<file path="src/rtl/gyro_pulse_meter.sv">
// gyro_pulse_meter: measures high time and rising-to-rising period of an
// asynchronous pulse line in clk cycles. The first rise only arms a
// measurement; every following rise issues one result with a one-cycle
// valid strobe. A measurement that sees no expected edge within TIMEOUT
// cycles is abandoned and the timeout level is raised until the next rise.
//
// Handshake: valid is a single-cycle, push-only strobe with no ready. The
// consumer must capture high_cnt/period_cnt in the cycle valid is high;
// both outputs hold their value between strobes and change only with valid.
//
// The FSM state is kept in state_q (type state_t) so checkers can bind to it.
module gyro_pulse_meter #(
   parameter int W       = 16,
   parameter int TIMEOUT = 50000
) (
   input  logic         clk,
   input  logic         reset,
   input  logic         pwm_in,
   output logic [W-1:0] high_cnt,
   output logic [W-1:0] period_cnt,
   output logic         valid,
   output logic         timeout
);

   typedef enum logic [1:0] {
      IDLE = 2'd0,
      HIGH = 2'd1,
      LOW  = 2'd2
   } state_t;

   localparam logic [W-1:0] ONE    = W'(1);
   localparam logic [W-1:0] TO_LIM = W'(TIMEOUT);

   // Registered state
   logic         sync1_q, sync1_d;
   logic         sync2_q, sync2_d;
   logic         s_d_q, s_d_d;
   state_t       state_q, state_d;
   logic [W-1:0] cnt_q, cnt_d;
   logic [W-1:0] hi_q, hi_d;
   logic [W-1:0] high_cnt_q, high_cnt_d;
   logic [W-1:0] period_cnt_q, period_cnt_d;
   logic         valid_q, valid_d;
   logic         timeout_q, timeout_d;

   // Edge detection on the synchronised level
   logic         s;
   logic         rise;
   logic         fall;
   logic         at_limit;

   assign s    = sync2_q;
   assign rise = s & ~s_d_q;
   assign fall = ~s & s_d_q;

   // Greater-or-equal rather than equality: a fall that lands exactly on the
   // limit moves to LOW with cnt already past TIMEOUT, and the measurement
   // must still be abandoned there instead of letting cnt run on and wrap.
   assign at_limit = (cnt_q >= TO_LIM);

   // Next-state logic: synchroniser, cycle counter and measurement FSM
   always_comb begin
      sync1_d      = pwm_in;
      sync2_d      = sync1_q;
      s_d_d        = s;
      state_d      = state_q;
      cnt_d        = cnt_q;
      hi_d         = hi_q;
      high_cnt_d   = high_cnt_q;
      period_cnt_d = period_cnt_q;
      valid_d      = 1'b0;
      timeout_d    = timeout_q;

      // Counter restarts at 1 on every rise so that the value seen at the
      // following fall/rise is the high time/period directly.
      if (rise) begin
         cnt_d = ONE;
      end else if (state_q != IDLE) begin
         cnt_d = cnt_q + ONE;
      end

      case (state_q)
         IDLE: begin
            if (rise) begin
               state_d   = HIGH;
               timeout_d = 1'b0;
            end
         end
         HIGH: begin
            if (fall) begin
               state_d = LOW;
               hi_d    = cnt_q;
            end else if (at_limit) begin
               state_d   = IDLE;
               timeout_d = 1'b1;
            end
         end
         LOW: begin
            if (rise) begin
               state_d      = HIGH;
               high_cnt_d   = hi_q;
               period_cnt_d = cnt_q;
               valid_d      = 1'b1;
            end else if (at_limit) begin
               state_d   = IDLE;
               timeout_d = 1'b1;
            end
         end
         default: begin
            state_d = IDLE;
         end
      endcase
   end

   // State registers, asynchronously cleared
   always_ff @(posedge clk or posedge reset) begin
      if (reset) begin
         sync1_q      <= 1'b0;
         sync2_q      <= 1'b0;
         s_d_q        <= 1'b0;
         state_q      <= IDLE;
         cnt_q        <= '0;
         hi_q         <= '0;
         high_cnt_q   <= '0;
         period_cnt_q <= '0;
         valid_q      <= 1'b0;
         timeout_q    <= 1'b0;
      end else begin
         sync1_q      <= sync1_d;
         sync2_q      <= sync2_d;
         s_d_q        <= s_d_d;
         state_q      <= state_d;
         cnt_q        <= cnt_d;
         hi_q         <= hi_d;
         high_cnt_q   <= high_cnt_d;
         period_cnt_q <= period_cnt_d;
         valid_q      <= valid_d;
         timeout_q    <= timeout_d;
      end
   end

   assign high_cnt   = high_cnt_q;
   assign period_cnt = period_cnt_q;
   assign valid      = valid_q;
   assign timeout    = timeout_q;

endmodule

</file>
<file path="config.mk">
export PLATFORM = sky130hd
export DESIGN_NAME = gyro_pulse_meter
export DESIGN_NICKNAME = d
export VERILOG_FILES = /design/src/rtl/gyro_pulse_meter.sv
export SDC_FILE = /design/constraint.sdc
export NUM_CORES = 1
export LEC_CHECK = 0
export BUFFER_PORTS_ARGS = -buffer_cell sky130_fd_sc_hd__clkbuf_2
export CAP_MARGIN = 20
export CORE_MARGIN = 1
export CORE_UTILIZATION = 50
export DETAILED_ROUTE_END_ITERATION = 12
export GPL_TIMING_DRIVEN = 1
export PLACE_DENSITY = 0.75
export REMOVE_ABC_BUFFERS = 1
export SYNTH_ARGS = -nofsm -noshare
export SYNTH_HDL_FRONTEND = slang
export SYNTH_SLANG_ARGS = --single-unit
</file>
<file path="constraint.sdc">
create_clock -name clk -period 3.9 [get_ports clk]
set_input_delay 0.78 -clock clk [delete_from_list [all_inputs] [get_ports clk]]
set_output_delay 0.78 -clock clk [all_outputs]
set_load 0.03 [all_outputs]
</file>
After elaboration in Yosys (flattened, before gate mapping)
Cells that the tools add are included.
Operators by class
  magnitude comparators: 1
  reduce and logical (&&, ||, !) cells: 7
  add/subtract/negate cells: 1
  bitwise operators: 4
  equality and inequality tests: 5
  mux-type cells: 14
Operator list (number)
  $mux 16: 2
  $add 16x1->16 const B: 1
  $ge 16x16->1 const B: 1
  $mux 2: 4
  $mux 1: 6
  $ne 2x2->1 const B: 3
  $pmux 2 s3: 1
  $reduce_and 2->1: 2
  $reduce_and 4->1: 1
  $reduce_bool 2->1: 2
  $pmux 1 s3: 1
  $reduce_bool 3->1: 1
  $and 1x1->1: 2
  $eq 2x1->1 const B: 1
  $eq 2x2->1 const B: 1
  $logic_not 2->1: 1
  $not 1->1: 2
Storage, ports and cells
  logic and storage cells: 42
  input bits: 3
  bits in registers: 71
  output and inout port bits: 34

Depth between registers and ports, before layout
  word-level depth: 4
  mapped depth: 7
  gate-level depth less buffers: 6

Worst setup path after synthesis
OpenSTA, ideal clock, no wires.
  path type: reg-to-reg
  start: register state_q[0]
  end: register cnt_q[15]
  required time: 3.823 ns
  arrival time: 1.586 ns
  stages on the path, launching flop included: 7
  path buffers: 0
  library setup time: 0.077 ns
  path slack: 2.236 ns
  clock period less this slack: 1.664 ns
  path through: dfrtp_1 -> inv_1 -> ha_1 -> and3b_1 -> nand4_4 -> or3_1 -> a21oi_1
Between the ends
  word-level cells in the longest chain between the ends: 2
Ends and longest elaborated chain
  from (decl): RTL line 38  | state_t state_q, state_d;
  from (signal assigned): RTL line 132  | state_q <= state_d;
  $reduce_bool 2->1: RTL line 78  | end else if (state_q != IDLE) begin
  $reduce_bool 2->1 (no line)
  to (signal assigned): RTL line 133  | cnt_q <= cnt_d;
  to (decl): RTL line 39  | logic [W-1:0] cnt_q, cnt_d;
No other way between the ends.
A chain may end at the register's enable or synchronous reset.

Worst setup path after layout
  start: register state_q[0]
  end: register period_cnt_q[14], in the netlist period_cnt[14]
Between the ends
  word-level cells in the longest chain between the ends: 2
Ends and longest elaborated chain
  $eq 2x2->1: RTL line 82  | case (state_q)
  $reduce_and 2->1 (no line)
  to (signal assigned): RTL line 136  | period_cnt_q <= period_cnt_d;
  to (decl): RTL line 42  | logic [W-1:0] period_cnt_q, period_cnt_d;
No other way between the ends.

==> metrics <==
Final Setup Violations=0; Fmax achieved=0.420 GHz; post-route insts no fill=347; Antenna Nets Post-Route=0; post-synthesis register bit count=71; Mapped Area=2990 µm²; Initial Util=53.0%; r2r setup slk=~1.5 ns; CTS Buffer Depth=2; library cells used by synthesis=32; Core ar.=between 5000 and 6000 µm²; routed wire length=5140 µm; endpoints failing hold=0; Leak=1.76 nW; mux cell area share after synthesis=17.2%; Slew headroom=30.0%; hold buffers post-CTS=0; worst path arrival time=2.60 ns; adder-cell area share of the yosys netlist=2.93%; commonest non-fill, non-tap cell in the layout=dfrtp_1; clock share of power=around 28%; Worst Min Path Start=sync1_q$_DFF_PP0_; full die area=roughly 6300 µm²; final worst slack=1.52 ns; Slew @ Worst Pin=1.05 ns; Register-to-Register Path Depth=5; Critical Setup Path Class=reg2reg; crit share post-route=61.0%; worst skew pair latency=approximately 0.34 ns; Post-Synth XOR/XNOR Area=approximately 3.2%; Comb power frac=21.8%; Max VDD drop=roughly 0.34 mV; antenna violations before repair=0; syn avg cell area=roughly 13 µm²; Crit. End Element=flip-flop; fraction of the mapped netlist area in simple logic gates=10.1%; Seq/Total Area, Yosys=59.4%; synthesized instance count=between 200 and 250; crit start category=flip-flop; unrepaired setup endpoints after global routing=no; most frequent cells in the layout=71 x dfrtp_1, 44 x mux2_2, 36 x clkbuf_2, 15 x nor2_1, 12 x nand2_1; Max Cap Viol=0; RD Place Congestion=0.765; Die H=79.4 µm; clock sinks=between 70 and 80; total setup buffers inserted after CTS=0; DRC viols=0; r2r endpoint=period_cnt[14]$_DFFE_PP0P_; pre-CTS WS=1.53 ns; diode count=0; Placed Cells=332; Die Width=roughly 79 µm; 1st-iter DRT viols=73; DPL Wire Length=approximately 3400 µm; drt pass-1 iters=4; total track usage=about a fifth; largest family of logic cells by synthesized area=multiplexers; layout net count=281; Ys Warns=0; largest net degree at the start of global routing=72; WL/cell=14.8 µm; vias post-DR=1893; Setup TNS Final=0 ns; drt via density=between 5 and 6; Worst Hold Path EP=s$_DFF_PP0_; Post-synth EDFFs=0; max-slew violation count=0; hold path cells=0; switching part of the total=31.4%; sequential share of power=49.7%; H-tree depth=3; Site Rows=27; TritonCTS clock tree=built; post-CTS sizing=0; Pint=1.20 mW; number of CTS-inserted buffers=9; fin crit period=about 2.4 ns; HP Class=reg2reg; Async S/R FF share, synth=100%; Switch Pwr=0.548 mW; CP max FO=20; grt ovf=0; r2r startpoint=state_q[0]$_DFFE_PP0P_; wire length of the first global-routing pass=8490 µm; Clock Pin Slew Worst Setup and Hold Paths=0.07 ns; vias in the first global route=roughly 1.8k; CP required=4.12 ns; share of cells above drive strength 1=36.7%; Synth Area in Compound Gates=slightly below 5%; Root Buffer=clkbuf_8; I/O Pins=37; status=complete, no violations; IO buf count=36; dominant register cell in the synthesized netlist=dfrtp_1; PD cells=514 nW/µm²; Syn-to-layout area delta=13.6%; Worst Skew=0.00623 ns
-- cell usage after synthesis, drive strengths merged (3+ instances only) --
master  count  area [µm²]
a21oi       9        45.0
buf         7        35.0
dfrtp      71        1780
ha          7        87.6
inv         7        26.3
mux2       44         495
nand2      12        45.0
nand3       5        25.0
nand4       4        40.0
nor2       15        56.3
nor3        3        15.0
nor4        3        18.8
o21ai       7        35.0
or3         3        18.8
xnor2       4        35.0
xor2        7        61.3
-- sequential cells by signal, summed over array words and instances, names as in the netlist --
signal	flops
valid	1
state_q	2
cnt_q	16
high_cnt	16
period_cnt	16
timeout	1
s_d_q	1
hi_q	16
s	1
sync1_q	1
-- kinds of logic (layout without fill, tap and decap cells) --
group,count (synthesis),after routing
adder cells (fa/ha/maj),7,7
AND/OR/NAND/NOR,56,56
buffers and inverters,16,60
flip-flops,71,71
XOR/XNOR,11,11
AO/OA/AOI/OAI,24,24
multiplexers,46,46
-- metal layers --
layer  part of all wire (%)  GRT usage, %  up-vias
li1                       -             -      884
met1                     45          23.1      942
met2                     48          28.8       54
met3                    4.9          6.44       13
met4                    2.3          9.82        0
met5                      0             0        -
-- how the worst max path moves through the flow --
stage	from	to	slack, ns
finish	state_q[0]$_DFFE_PP0P_	period_cnt[14]$_DFFE_PP0P_	1.52
floorplan	reset	cnt_q[0]$_DFFE_PP0P_	1.32
CTS	state_q[0]$_DFFE_PP0P_	period_cnt[14]$_DFFE_PP0P_	1.50
global placement	state_q[0]$_DFFE_PP0P_	period_cnt[7]$_DFFE_PP0P_	1.63
detailed placement	state_q[0]$_DFFE_PP0P_	period_cnt[14]$_DFFE_PP0P_	1.53
global route	state_q[0]$_DFFE_PP0P_	high_cnt[14]$_DFFE_PP0P_	1.36
-- power by group through the flow --
stage / clock [mW] / sequential [mW] / combinational [mW]
after floorplan: 0 / 0.931 / 0.240
after global placement: 0 / 0.878 / 0.377
after detailed placement: 0 / 0.882 / 0.383
after CTS: 0.516 / 0.868 / 0.385
after global routing: 0.543 / 0.879 / 0.424
final: 0.498 / 0.867 / 0.381
-- worst max-delay path, cell delays in order, from the launching register on --
cell and delay [ns]:
dfrtp_1 0.43, inv_1 0.10, ha_1 0.26, nand3b_1 0.69, buf_4 0.40, mux2_2 0.38
-- stage by stage --
| step | hold WS, ns | util, % | power, mW | instance area [µm²] |
|---|---|---|---|---|
| floorplan | 0.331 | - | 1.17 | 2950 |
| global placement | 0.335 | 57.3 | 1.26 | 3230 |
| detailed placement | 0.336 | 57.3 | 1.27 | 3230 |
| CTS | 0.377 | 60.2 | 1.77 | 3400 |
| global route | 0.385 | 60.2 | 1.85 | 3400 |
| finish | 0.374 | 60.2 | 1.75 | 3400 |
-- layout make-up --
| cell class | instances | area (µm²) |
|---|---|---|
| Fill cell | 464 | 2240 |
| Sequential cell | 71 | 1780 |
| Multi-Input combinational cell | 144 | 1150 |
| Timing Repair Buffer | 38 | 195 |
| Clock buffer | 11 | 141 |
| Tap cell | 72 | 90.1 |
| Inverter | 7 | 26.3 |
| Clock inverter | 4 | 22.5 |
Note: power is estimated with default switching activity, not from simulation.
